`src/rtl/fsk_symbol_sequencer.sv`:
```
// Frame sequencer for an FSK modulator: fetches payload bytes over valid/ready,
// prepends an alternating preamble and emits one bit per symbol, LSB-first.
module fsk_symbol_sequencer #(
  parameter int PREAMBLE_BITS = 8,
  parameter int LEN_W         = 8
) (
  input  logic             clk,
  input  logic             rst,
  input  logic             start,
  input  logic [LEN_W-1:0] len,
  input  logic [7:0]       byte_data,
  input  logic             byte_valid,
  output logic             byte_ready,
  input  logic             symDone,
  output logic             symVal,
  output logic             mod_rst,
  output logic             busy,
  output logic             tx_done,
  output logic             underrun,
  output logic [2:0]       state_o
);
  // Byte stream: a byte transfers on any clock where byte_valid & byte_ready are both high.
  localparam int   PW   = $clog2(PREAMBLE_BITS);
  localparam logic PODD = (PREAMBLE_BITS % 2) == 1;

  typedef enum logic [2:0] {
    S_IDLE     = 3'd0,
    S_LOAD     = 3'd1,
    S_PREAMBLE = 3'd2,
    S_PAYLOAD  = 3'd3,
    S_DONE     = 3'd4
  } state_t;

  state_t           state_q, state_d;
  logic [7:0]       shift_q, shift_d;
  logic [7:0]       hold_q, hold_d;
  logic             hold_full_q, hold_full_d;
  logic [2:0]       bit_idx_q, bit_idx_d;
  logic [PW-1:0]    pre_cnt_q, pre_cnt_d;
  logic [LEN_W-1:0] len_q, len_d;
  logic [LEN_W-1:0] fetched_q, fetched_d;
  logic [LEN_W-1:0] sent_q, sent_d;
  logic             sym_q, sym_d;
  logic             mod_rst_q, mod_rst_d;
  logic             busy_q, busy_d;
  logic             tx_done_q, tx_done_d;
  logic             underrun_q, underrun_d;
  logic             xfer;

  assign byte_ready = (state_q inside {S_LOAD, S_PREAMBLE, S_PAYLOAD}) &&
                      !hold_full_q && (fetched_q < len_q);
  assign xfer       = byte_valid && byte_ready;

  assign symVal   = sym_q;
  assign mod_rst  = mod_rst_q;
  assign busy     = busy_q;
  assign tx_done  = tx_done_q;
  assign underrun = underrun_q;
  assign state_o  = state_q;

  always_comb begin
    state_d     = state_q;
    shift_d     = shift_q;
    hold_d      = hold_q;
    hold_full_d = hold_full_q;
    bit_idx_d   = bit_idx_q;
    pre_cnt_d   = pre_cnt_q;
    len_d       = len_q;
    fetched_d   = fetched_q;
    sent_d      = sent_q;
    sym_d       = sym_q;
    mod_rst_d   = mod_rst_q;
    busy_d      = busy_q;
    tx_done_d   = 1'b0;
    underrun_d  = 1'b0;

    if (xfer) begin
      hold_d      = byte_data;
      hold_full_d = 1'b1;
      fetched_d   = fetched_q + LEN_W'(1);
    end

    case (state_q)
      S_IDLE: begin
        if (start) begin
          if (len != '0) begin
            len_d       = len;
            busy_d      = 1'b1;
            hold_full_d = 1'b0;
            fetched_d   = '0;
            sent_d      = '0;
            pre_cnt_d   = '0;
            bit_idx_d   = '0;
            state_d     = S_LOAD;
          end else begin
            tx_done_d = 1'b1;
          end
        end
      end
      S_LOAD: begin
        // First preamble bit is chosen so the last preamble bit is ~byte0[0].
        if (xfer) begin
          mod_rst_d = 1'b1;
          sym_d     = byte_data[0] ^ PODD;
          pre_cnt_d = '0;
          state_d   = S_PREAMBLE;
        end
      end
      S_PREAMBLE: begin
        if (symDone) begin
          if (pre_cnt_q != PW'(PREAMBLE_BITS - 1)) begin
            pre_cnt_d = pre_cnt_q + PW'(1);
            sym_d     = ~sym_q;
          end else begin
            shift_d     = hold_q;
            hold_full_d = 1'b0;
            sym_d       = hold_q[0];
            bit_idx_d   = '0;
            sent_d      = sent_q + LEN_W'(1);
            state_d     = S_PAYLOAD;
          end
        end
      end
      S_PAYLOAD: begin
        if (symDone) begin
          if (bit_idx_q != 3'd7) begin
            bit_idx_d = bit_idx_q + 3'd1;
            shift_d   = shift_q >> 1;
            sym_d     = shift_q[1];
          end else if (sent_q == len_q) begin
            tx_done_d = 1'b1;
            mod_rst_d = 1'b0;
            sym_d     = 1'b0;
            busy_d    = 1'b0;
            state_d   = S_DONE;
          end else if (hold_full_q) begin
            shift_d     = hold_q;
            hold_full_d = 1'b0;
            sym_d       = hold_q[0];
            bit_idx_d   = '0;
            sent_d      = sent_q + LEN_W'(1);
          end else begin
            underrun_d  = 1'b1;
            mod_rst_d   = 1'b0;
            sym_d       = 1'b0;
            busy_d      = 1'b0;
            hold_full_d = 1'b0;
            fetched_d   = '0;
            sent_d      = '0;
            pre_cnt_d   = '0;
            bit_idx_d   = '0;
            state_d     = S_IDLE;
          end
        end
      end
      S_DONE: begin
        fetched_d = '0;
        sent_d    = '0;
        pre_cnt_d = '0;
        bit_idx_d = '0;
        state_d   = S_IDLE;
      end
      default: state_d = S_IDLE;
    endcase
  end

  always_ff @(posedge clk or negedge rst) begin
    if (!rst) begin
      state_q     <= S_IDLE;
      shift_q     <= '0;
      hold_q      <= '0;
      hold_full_q <= 1'b0;
      bit_idx_q   <= '0;
      pre_cnt_q   <= '0;
      len_q       <= '0;
      fetched_q   <= '0;
      sent_q      <= '0;
      sym_q       <= 1'b0;
      mod_rst_q   <= 1'b0;
      busy_q      <= 1'b0;
      tx_done_q   <= 1'b0;
      underrun_q  <= 1'b0;
    end else begin
      state_q     <= state_d;
      shift_q     <= shift_d;
      hold_q      <= hold_d;
      hold_full_q <= hold_full_d;
      bit_idx_q   <= bit_idx_d;
      pre_cnt_q   <= pre_cnt_d;
      len_q       <= len_d;
      fetched_q   <= fetched_d;
      sent_q      <= sent_d;
      sym_q       <= sym_d;
      mod_rst_q   <= mod_rst_d;
      busy_q      <= busy_d;
      tx_done_q   <= tx_done_d;
      underrun_q  <= underrun_d;
    end
  end

endmodule
```
`config.mk`:
```
export PLATFORM = sky130hd
export DESIGN_NAME = fsk_symbol_sequencer
export DESIGN_NICKNAME = d
export VERILOG_FILES = /design/src/rtl/fsk_symbol_sequencer.sv
export SDC_FILE = /design/constraint.sdc
export NUM_CORES = 1
export LEC_CHECK = 0
export BUFFER_PORTS_ARGS = -buffer_cell sky130_fd_sc_hd__buf_2
export CORE_MARGIN = 2
export CORE_UTILIZATION = 45
export DETAILED_ROUTE_END_ITERATION = 10
export GPL_ROUTABILITY_DRIVEN = 1
export PLACE_DENSITY = 0.66
export SYNTH_ARGS = -nofsm -noshare
export SYNTH_HDL_FRONTEND = slang
export SYNTH_SLANG_ARGS = --single-unit
```
`constraint.sdc`:
```
create_clock -name clk -period 2.1 [get_ports clk]
set_input_delay 0.315 -clock clk [delete_from_list [all_inputs] [get_ports clk]]
set_output_delay 0.315 -clock clk [all_outputs]
set_load 0.02 [all_outputs]
```
# --- Word level (Yosys, flattened, before mapping) ---
# Cells that the tools add are included.
word_totals:
  out_inout_bits: 9
  in_bits: 21
  reg_bits: 55
  word_cells: 147
classes:
  muxes: 86
  n_eq_ne: 20
  bitwise: 1
  add_sub_neg: 4
  order_cmp: 1
  reduce_logical: 21
op_table:
  columns: ["op", "count"]
  rows:
  - ["$mux 8", 21]
  - ["$mux 3", 22]
  - ["$mux 1", 32]
  - ["$pmux 8 s4", 1]
  - ["$pmux 3 s4", 2]
  - ["$pmux 8 s3", 1]
  - ["$ne 2x2->1 const B", 9]
  - ["$add 8x1->8 const B", 2]
  - ["$pmux 8 s2", 1]
  - ["$reduce_and 8->1", 2]
  - ["$pmux 3 s5", 1]
  - ["$reduce_and 6->1", 2]
  - ["$reduce_and 10->1", 1]
  - ["$ne 3x3->1 const B", 3]
  - ["$eq 8x8->1", 1]
  - ["$lt 8x8->1", 1]
  - ["$reduce_bool 8->1", 1]
  - ["$reduce_and 7->1", 1]
  - ["$add 3x1->3 const B", 2]
  - ["$eq 3x2->1 const B", 2]
  - ["$ne 3x2->1 const B", 2]
  - ["$pmux 1 s2", 3]
  - ["$pmux 1 s3", 2]
  - ["$reduce_bool 2->1", 3]
  - ["other kinds (13)", 15]

# --- Longest topological paths before layout ---
# Gate-level depths: netlist of the first run.
logic_depth:
  depth_word: 11
  mapped_depth: 8
  mapped_depth_nobuf: 7

# --- Worst setup path before layout of the first run ---
# No wires, ideal clock.
synth_timing:
  path_kind: "register to register"
  startpoint: "register len_q[2]"
  endpoint: "register pre_cnt_q[0]"
  period_less_slack_ns: 2.283
  path_stages_with_launch: 8
  n_path_buf: 0
  required_ns: 1.975
  setup_time_ns: 0.125
  arrival_ns: 2.158
  path_slack_ns: -0.183
  path_cell_list: "dfrtp_1 > inv_1 > ha_1 > a211oi_1 > o21ai_1 > a211o_4 > a2111oi_4 > mux2_4"
synth_between:
  elab_chain_cells: 5
  elab_cells_between_ends: 7
  cone_classes: "order compare (1); eq/ne (3); reduce/logical (3)"
synth_rtl:
  columns: ["item", "line_no", "text"]
  rows:
  - ["start: declaration", "40", "logic [LEN_W-1:0] len_q, len_d;"]
  - ["start signal: assignment", "190", "len_q <= len_d;"]
  - ["$lt 8x8->1", "51", "!hold_full_q && (fetched_q < len_q);"]
  - ["$logic_and 1x1->1", "51", null]
  - ["$logic_and 1x1->1", "52", "assign xfer = byte_valid && byte_ready;"]
  - ["$ne 2x2->1 (no source line)", null, null]
  - ["$reduce_and 10->1 (no source line) *", null, null]
  - ["end signal: assignment", "189", "pre_cnt_q <= pre_cnt_d;"]
  - ["end: declaration", "39", "logic [PW-1:0] pre_cnt_q, pre_cnt_d;"]
# Every way passes the cells marked *; elsewhere a longest branch is shown, timed or not.
# A chain may end at the register's enable or synchronous reset.

# --- Worst setup path in the final report of the first run ---
layout_timing:
  startpoint: "register len_q[2]"
  endpoint: "register fetched_q[7]"
layout_between:
  elab_chain_cells: 9
  elab_cells_between_ends: 12
  cone_classes: "order compare (1); eq/ne (1); mux (8); reduce/logical (2)"
layout_rtl:
  columns: ["item", "line_no", "text"]
  rows:
  - ["$lt 8x8->1", "51", null]
  - ["$logic_and 1x1->1", "51", null]
  - ["$logic_and 1x1->1", "52", null]
  - ["$mux 8", "77", "if (xfer) begin"]
  - ["$mux 8", "136", "end else if (hold_full_q) begin"]
  - ["$mux 8", "130", "end else if (sent_q == len_q) begin"]
  - ["$mux 8", "126", "if (bit_idx_q != 3'd7) begin"]
  - ["$mux 8", "125", "if (symDone) begin"]
  - ["$pmux 8 s3 *", "83", "case (state_q)"]
  - ["via fetched_d[7]", "41", "logic [LEN_W-1:0] fetched_q, fetched_d;"]
  - ["end signal: assignment", "191", "fetched_q <= fetched_d;"]
  - ["end: declaration", "41", null]
# The timed path passes the listed nets; every way through them passes the cells marked *.

==> flow_summary.json, run 1 <==
{
  "status": "finished with violations",
  "violations": "negative setup slack",
  "setup_viol": 8,
  "synth_top_cell_area_share_pct": 42.69,
  "drt_pass1_iterations": 4,
  "synth_commonest_cells": "54 x dfrtp_1, 52 x nand2_1, 19 x inv_1",
  "viasPerCell": 5.470,
  "synth_fp_nets": 357,
  "final_nets": 433,
  "slew_headroom_pct": 52.71,
  "grt.total_usage_pct": 21.43,
  "ys.flop_type": "dfrtp_1",
  "drtAntennaViolNets": 0,
  "rsz0062_at_grt": "true",
  "grt_max_degree": 55,
  "arrival_ps": 2420,
  "place_hpwl_mm": 5.628,
  "synth.largest_area_cell": "dfrtp_1",
  "clockRootBuffer": "clkbuf_8",
  "p_leak_uw": 0.001825,
  "maxSlewViolCount": 0,
  "ys_ff_latch": 54,
  "worstPathMaxFanout": 4,
  "power_density_nw_per_um2": 1319,
  "end_kind": "flip-flop",
  "routed_wl_mm": 7.730,
  "placement.cell_area_um2": 3714,
  "routabilityCongestion": 0.8674,
  "clock_latency_ps": 320,
  "routedWlPerCell_um": 15.58,
  "grt_pass1_vias": 2653,
  "synth_most_common_cell": "dfrtp_1",
  "numPortBuffers": 29,
  "period_minus_slack_ps": 2174,
  "reg2reg_slack_ps": -70,
  "rows": 30,
  "reg2reg_depth": 8,
  "area_growth_pct": 28.14,
  "clock-sinks": 54,
  "syn_area_um2": 3166,
  "die_h_um": 87.87,
  "dieArea_um2": 7721,
  "r2r_start": "len_q[2]",
  "cap_violations": 0,
  "diodes": 0,
  "synth_edf_count": 0,
  "fmax_mhz": 459.9,
  "coreArea_um2": 6794,
  "hold_depth": 3,
  "start_util_pct": 46.59,
  "yosys.cell_types.count": 62,
  "path_class": "flip-flop to flip-flop",
  "drc": 0,
  "min_from": "byte_data[4]",
  "vias": 2713,
  "start_kind": "flip-flop",
  "holdPathEnd": "hold_q[4]",
  "grt.overflow.total": 0,
  "antenna_found_initial": 0,
  "synth_area_leaders": "dfrtp_1 43%, nand2_1 6.2%, mux2_2 5.7%, ha_1 5.1%, xnor2_1 2.8%",
  "drive_gt1_share_pct": 37.25,
  "cp.required_ps": 2350,
  "fin_crit_sh_pct": 103.5,
  "hp-class": "primary input to flip-flop",
  "cts_tree": "done",
  "final_area_um2": 4056,
  "post-place-ws_ps": -109.2,
  "fin_worst_skew_ps": 9.902,
  "die_w_um": 87.87,
  "ios": 30,
  "ir_worst_vdd_uv": 704.1,
  "htreeDepth": 2,
  "dr.first_iter.drc_count": 111,
  "worst_pin_slew_ps": 701.9,
  "final-hold-violation-count": 0,
  "reg2reg_to": "fetched_q[7]",
  "cts_made_buffers": 5,
  "syn_inst": 323,
  "synthArstFlopShare_pct": 100.0,
  "path_clk_slew_ps": 110,
  "yosysWarnings": 0,
  "clockBufferDepth": 2,
  "setup_ws_ps": -74.24,
  "avgSynthCellArea_um2": 9.800,
  "synth_seq_area_share_pct": 42.69,
  "grt_pass1_wl_mm": 12.97
}
[where the power goes]
| group | total (uW) | leakage [uW] | internal (uW) | switching (uW) |
|---|---|---|---|---|
| sequential | 1620 | 0.000693 | 1370 | 252 |
| combinational | 2990 | 0.00107 | 1440 | 1560 |
| clock | 741 | 0.0000587 | 362 | 379 |
| total | 5350 | 0.00182 | 3160 | 2190 |
[worst max-delay path: stages, from the launching register on]
cell and delay, ps:
dfrtp_1 420, inv_2 80, ha_4 200, a211oi_2 230
o21ai_2 100, buf_4 180, a2111o_1 410, or3_1 380
a21oi_2 120
[area by class of cell]
cell class,instances,area [um^2]
inverter,19,71.32
fill,600,2738
tap,96,120.1
clock inverter,3,47.55
clock buffer,5,68.82
timing repair buffer,81,564.3
sequential,54,1353
multi-input combinational,238,1832
[worst max path at each step]
stage                             from           end  slack [ps]  depth (start not counted)
after global placement        len_q[2]  pre_cnt_q[0]         -80                          7
after detailed placement      len_q[2]  fetched_q[7]        -110                          8
final                         len_q[2]  fetched_q[7]         -70                          8
after CTS                 fetched_q[2]  pre_cnt_q[2]        -100                          7
after global routing          len_q[2]  pre_cnt_q[1]        -170                          8
after floorplan               len_q[2]  pre_cnt_q[0]        -180                          7
[cell families after synthesis]
logic type | Yosys count | synth area share (%)
multiplexers | 23 | 8.063
AO/OA/AOI/OAI | 75 | 18.38
AND/OR/NAND/NOR | 117 | 18.42
adder cells (fa/ha/maj) | 13 | 5.138
flip-flops | 54 | 42.69
XOR/XNOR | 10 | 2.767
buffers and inverters | 31 | 4.545
[registers in the layout, summed over array words and instances (netlist names)]
signal,count
len_q,8
symVal,1
sent_q,8
hold_full_q,1
pre_cnt_q,3
hold_q,8
mod_rst,1
state_o,3
fetched_q,8
tx_done,1
bit_idx_q,3
busy,1
underrun,1
shift_q,7
[metal layers]
layer  global-route usage, %  wire (um)  vias to the layer above
met5                       0          0                        -
met4                   5.874        106                        0
met3                   3.959        259                       11
met2                   34.78       3709                       58
met1                   29.51       3654                     1319
li1                        -          -                     1325
[placed cells by master, fill, tap and decap left out, drive strengths merged, types with 4 or more instances in the layout]
| master | instances |
|---|---|
| a211oi | 4 |
| a21oi | 15 |
| buf | 80 |
| clkbuf | 5 |
| dfrtp | 54 |
| ha | 13 |
| inv | 20 |
| mux2 | 17 |
| mux2i | 6 |
| nand2 | 53 |
| nand3 | 10 |
| nand4 | 6 |
| nor2 | 16 |
| nor3 | 6 |
| nor4 | 6 |
| o21ai | 18 |
| o31ai | 6 |
| o41ai | 4 |
| xnor2 | 10 |
[stage by stage]
stage	hold slack (ps)	power (uW)	utilization (%)	setup TNS, ps	std cells
6_report	175.5	5351	59.71	-327.1	496
5_1_grt	186.5	5749	59.71	-1769	496
4_1_cts	176.8	5120	57.72	-423.6	493
3_5_place_dp	339.1	4263	54.66	-1079	481
3_3_place_gp	336.1	4180	54.66	-802.6	481
2_1_floorplan	19.41	3324	-	-224.4	323
[repair_timing]
action / CTS / global route
pin swaps: 7 / 2
setup buffers: 3 / 3
hold buffers: 1 / 0
endpoints found under the setup margin: 21 / 39
resized for setup: 12 / 26
hold endpoints to repair: 50 / 0
Note: power is estimated with default switching activity, not from simulation.
==> inputs of run 2 (changes only) <==
--- a/config.mk
+++ b/config.mk
@@ -7,10 +7,10 @@
 export LEC_CHECK = 0
 export BUFFER_PORTS_ARGS = -buffer_cell sky130_fd_sc_hd__buf_2
 export CORE_MARGIN = 2
-export CORE_UTILIZATION = 45
+export CORE_UTILIZATION = 54
 export DETAILED_ROUTE_END_ITERATION = 10
 export GPL_ROUTABILITY_DRIVEN = 1
-export PLACE_DENSITY = 0.66
+export PLACE_DENSITY = 0.77
 export SYNTH_ARGS = -nofsm -noshare
 export SYNTH_HDL_FRONTEND = slang
 export SYNTH_SLANG_ARGS = --single-unit
==> flow_summary.json, run 2 (same netlist as run 1, synthesis figures left out) <==
{
  "worst_pin_slew_ps": 684.2,
  "path_class": "flip-flop to flip-flop",
  "clock_latency_ps": 330,
  "routabilityCongestion": 0.9017,
  "finalNonFillerCells": 482,
  "routed_wl_mm": 8.307,
  "dp.cells": 464,
  "ir_worst_vdd_uv": 783.4,
  "violations": "negative setup slack",
  "cts_tree": "done",
  "numPortBuffers": 29,
  "setup_ws_ps": -41.74,
  "rows": 27,
  "cp_top_family": "compound AO/OA/AOI/OAI gates",
  "area_growth_pct": 30.12,
  "reg2reg_depth": 8,
  "layout_commonest_cell": "buf_4",
  "slew_headroom_pct": 53.90,
  "hold_depth": 3,
  "fin_worst_skew_ps": 13.44,
  "grt_max_degree": 34,
  "routedWlPerCell_um": 17.23,
  "final-hold-violation-count": 0,
  "place_hpwl_mm": 5.708,
  "fmax_mhz": 466.9,
  "rsz0062_at_grt": "true",
  "die_h_um": 80.57,
  "htreeDepth": 2,
  "end_kind": "flip-flop",
  "crit_chain": "inv_2 > ha_4 > a211oi_2 > o21ai_2 > a211o_4 > a2111oi_4 > buf_4 > mux2i_1",
  "vias": 2868,
  "final_nets": 443,
  "crit_buf_inv": 2,
  "drc": 0,
  "path_depth": 8,
  "num-fill-cells": 376,
  "cap_violations": 0,
  "clockRootBuffer": "clkbuf_8",
  "cts_made_buffers": 5,
  "start_kind": "flip-flop",
  "grt.overflow.total": 0,
  "final_area_um2": 4119,
  "antenna_found_initial": 0,
  "period_minus_slack_ps": 2142,
  "path_clk_slew_ps": 100,
  "clockBufferDepth": 2,
  "die_w_um": 80.57,
  "p_leak_uw": 0.001890,
  "grt.total_usage_pct": 25.91,
  "drtAntennaViolNets": 0,
  "finalPower_uw": 5497,
  "worstPathMaxFanout": 2,
  "maxSlewViolCount": 0,
  "drive_gt1_share_pct": 39.02,
  "status": "finished with violations",
  "coreArea_um2": 5574,
  "dieArea_um2": 6491,
  "viasPerCell": 5.950,
  "drt_pass1_iterations": 5,
  "arrival_ps": 2380,
  "post-place-ws_ps": -221.0,
  "hp-class": "primary input to flip-flop",
  "fin_crit_sh_pct": 102.0,
  "dr.first_iter.drc_count": 228,
  "diodes": 0,
  "totalNegativeSetupSlack_ps": -219.6,
  "grt_pass1_vias": 2779,
  "cp.required_ps": 2340,
  "setup_viol": 8,
  "start_util_pct": 56.79,
  "placement.cell_area_um2": 3736,
  "clock-sinks": 54,
  "max_stage_delay_ps": 400,
  "grt_pass1_wl_mm": 12.92,
  "ios": 30,
  "critPathSlowestCell": "dfrtp_1",
  "final_cell_mix": "57 x buf_4, 52 x dfrtp_1, 51 x nand2_1",
  "power_density_nw_per_um2": 1335
}
[run 2: cell types whose count changed in the layout (fill, tap and decap cells not counted), moves of 2 or more]
cell      previous run  this run
a21oi_2              3         1
a21oi_1             11        13
buf_4               48        57
clkinv_2             0         2
[run 2: report_power, final]
group	leakage (uW)	switching [uW]	internal, uW
Sequential	0.000692	270	1370
Combinational	0.00114	1620	1520
Clock	0.0000579	370	352
Total	0.00189	2260	3240
[run 2: layout make-up]
cell class              instances  area, um^2  area share [%]
multi-input cells             238        1852           44.96
flip-flops and latches         54        1354           32.87
repair buffers                 91       643.1           15.61
well taps                      72       90.09           2.187
inverters                      19       71.32           1.731
clock buffers                   5       68.82           1.671
clock inverters                 3       40.04          0.9721
[run 2: tightest hold or removal path, cell delays in order]
cell     delay, ps
buf_2           70
nand2_1         40
nand2_1         40
[run 2: final timing paths]
check                              from           end  slack [ps]
min                        byte_data[1]     hold_q[1]         180
min reg2reg                   hold_q[7]     hold_q[7]         480
max                            len_q[2]  pre_cnt_q[1]         -40
max reg2reg                    len_q[2]  pre_cnt_q[1]         -40
max in group asynchronous           rst    state_o[1]        1040
min in group asynchronous           rst     sent_q[3]         490
[run 2: per-stage QoR]
step           util (%)  hold slack (ps)
4_1_cts           71.34            178.0
3_3_place_gp      67.03            323.3
5_1_grt           73.89            180.0
2_1_floorplan         -            19.41
3_5_place_dp      67.03            318.7
6_report          73.89            177.5
[run 2: layer usage]
layer / share of wire [%] / routed length, um / GRT usage [%] / vias up
li1: - / - / - / 1345
met2: 49 / 4052 / 42.58 / 96
met5: 0 / 0 / 0 / -
met1: 44 / 3679 / 34.95 / 1407
met4: 2.0 / 170 / 8.305 / 0
met3: 4.9 / 406 / 4.270 / 20
[run 2: timing repair]
action                                 4_1_cts  5_1_grt
buffers inserted                             4        5
pin swaps                                    9        8
endpoints found under the hold margin       21        0
setup endpoints to repair                   20       36
resized for setup                           19       23
hold buffers                                 1        0
==> inputs of run 3 (changes only) <==
--- a/config.mk
+++ b/config.mk
@@ -6,6 +6,7 @@
 export NUM_CORES = 1
 export LEC_CHECK = 0
 export BUFFER_PORTS_ARGS = -buffer_cell sky130_fd_sc_hd__buf_2
+export CORE_ASPECT_RATIO = 1.25
 export CORE_MARGIN = 2
 export CORE_UTILIZATION = 54
 export DETAILED_ROUTE_END_ITERATION = 10
==> flow_summary.json, run 3 (same netlist as run 1, synthesis figures left out) <==
{
  "grt.total_usage_pct": 25.64,
  "clockRootBuffer": "clkbuf_8",
  "final_cell_mix": "54 x dfrtp_1, 54 x buf_4, 50 x nand2_1",
  "rsz0062_at_grt": "true",
  "arrival_ps": 2350,
  "min_from": "byte_data[2]",
  "area_growth_pct": 28.42,
  "rows": 31,
  "finalNonFillerCells": 473,
  "start_util_pct": 55.14,
  "setup_viol": 8,
  "diodes": 0,
  "drt_pass1_iterations": 5,
  "r2r_start": "len_q[2]",
  "num-fill-cells": 437,
  "cp.required_ps": 2310,
  "ir_worst_vdd_uv": 770.4,
  "final_nets": 440,
  "die_h_um": 89.60,
  "fin_worst_skew_ps": 8.394,
  "worst_pin_slew_ps": 507.5,
  "final-hold-violation-count": 0,
  "clock_latency_ps": 310,
  "cp_top_family": "compound AO/OA/AOI/OAI gates",
  "routedWlPerCell_um": 16.64,
  "crit_chain": "inv_2 > ha_4 > a211oi_2 > o21ai_2 > buf_4 > a2111o_1 > o31a_1 > o21ba_2",
  "violations": "negative setup slack",
  "grt_max_degree": 35,
  "status": "finished with violations",
  "start_kind": "flip-flop",
  "slew_headroom_pct": 66.17,
  "cts_made_buffers": 5,
  "vias": 2790,
  "cap_violations": 0,
  "grtUsageMet3_pct": 3.571,
  "maxSlewViolCount": 0,
  "crit_buf_inv": 2,
  "grt_pass1_wl_mm": 12.98,
  "worstPathMaxFanout": 4,
  "grt.busiest_layer": "met2",
  "routabilityCongestion": 0.8946,
  "drive_gt1_share_pct": 38.82,
  "fin_hold_ws_ps": 188.7,
  "path_class": "flip-flop to flip-flop",
  "grt_use_met2_pct": 46.87,
  "max_stage_delay_ps": 410,
  "setup_ws_ps": -43.25,
  "hp-class": "primary input to flip-flop",
  "grt.overflow.total": 0,
  "htreeDepth": 2,
  "place_hpwl_mm": 5.716,
  "fmax_mhz": 466.6,
  "cts_tree": "done",
  "drc": 0,
  "antenna_found_initial": 0,
  "path_clk_slew_ps": 100,
  "ios": 30,
  "grt_pass1_vias": 2816,
  "power_density_nw_per_um2": 1301,
  "end_kind": "flip-flop",
  "die_w_um": 72.48,
  "dieArea_um2": 6494,
  "period_minus_slack_ps": 2143,
  "dr.first_iter.drc_count": 166,
  "numPortBuffers": 29,
  "coreArea_um2": 5741,
  "final_core_util_pct": 70.82,
  "dp.cells": 455,
  "clock-sinks": 54,
  "viasPerCell": 5.899,
  "fin_crit_sh_pct": 102.1,
  "finalPower_uw": 5288,
  "routed_wl_mm": 7.873,
  "clockBufferDepth": 2,
  "drtAntennaViolNets": 0,
  "met1_usage_pct": 30.85,
  "p_leak_uw": 0.001853,
  "critPathSlowestCell": "dfrtp_1",
  "worstSetupStartpoint": "len_q[2]"
}
-- run 3: worst paths after layout --
path	to	slack, ps	cells past startpoint
setup / recovery	fetched_q[6]	-40	8
setup reg to reg	fetched_q[6]	-40	8
min in group asynchronous	len_q[1]	490	2
hold reg to reg	hold_q[7]	490	2
max in group asynchronous	shift_q[1]	1050	3
hold / removal	hold_q[2]	190	3
-- run 3: repair_timing --
item                                   CTS  global route
setup endpoints to repair               18            31
buffers inserted                         6             3
gates resized for setup                 17            22
hold buffers                             1             0
pin swaps                               10             5
endpoints found under the hold margin   20             0
-- run 3: power by group --
part	leakage [uW]	internal, uW	switching [uW]
clock	0.0000472	266	348
combinational	0.00111	1490	1560
sequential	0.000694	1360	267
-- run 3: final cells by class --
| type | count | area, um^2 | share of cell area, % |
|---|---|---|---|
| multi-input cells | 238 | 1836 | 45.15 |
| flip-flops and latches | 54 | 1351 | 33.24 |
| repair buffers | 88 | 629.4 | 15.48 |
| clock buffers | 6 | 82.58 | 2.031 |
| well taps | 66 | 82.58 | 2.031 |
| inverters | 19 | 71.32 | 1.754 |
| clock inverters | 2 | 12.51 | 0.3078 |
-- run 3: layer usage --
metal | vias up | wire [um] | share of wire [%]
li1 | 1340 | - | -
met1 | 1344 | 3175 | 40
met2 | 91 | 4161 | 53
met3 | 15 | 356 | 4.5
met4 | 0 | 179 | 2.3
met5 | - | 0 | 0
-- run 3: per-stage QoR --
stage                     TNS, ps  setup WS (ps)  cell area (um^2)
after floorplan            -224.4         -182.6              3166
after global placement     -680.4         -104.5              3719
after detailed placement    -1701         -174.2              3719
after CTS                  -247.0         -76.02              3959
after global routing        -1189         -100.8              4065
final                      -155.7         -43.25              4065
-- run 3: worst register-to-register path, delay by kind of cell (launching register included) --
kind	cells	cell delay, ps
buffers and inverters	2	250
AO/OA/AOI/OAI	5	1170
adder cells (fa/ha/maj)	1	200
flip-flops	1	410
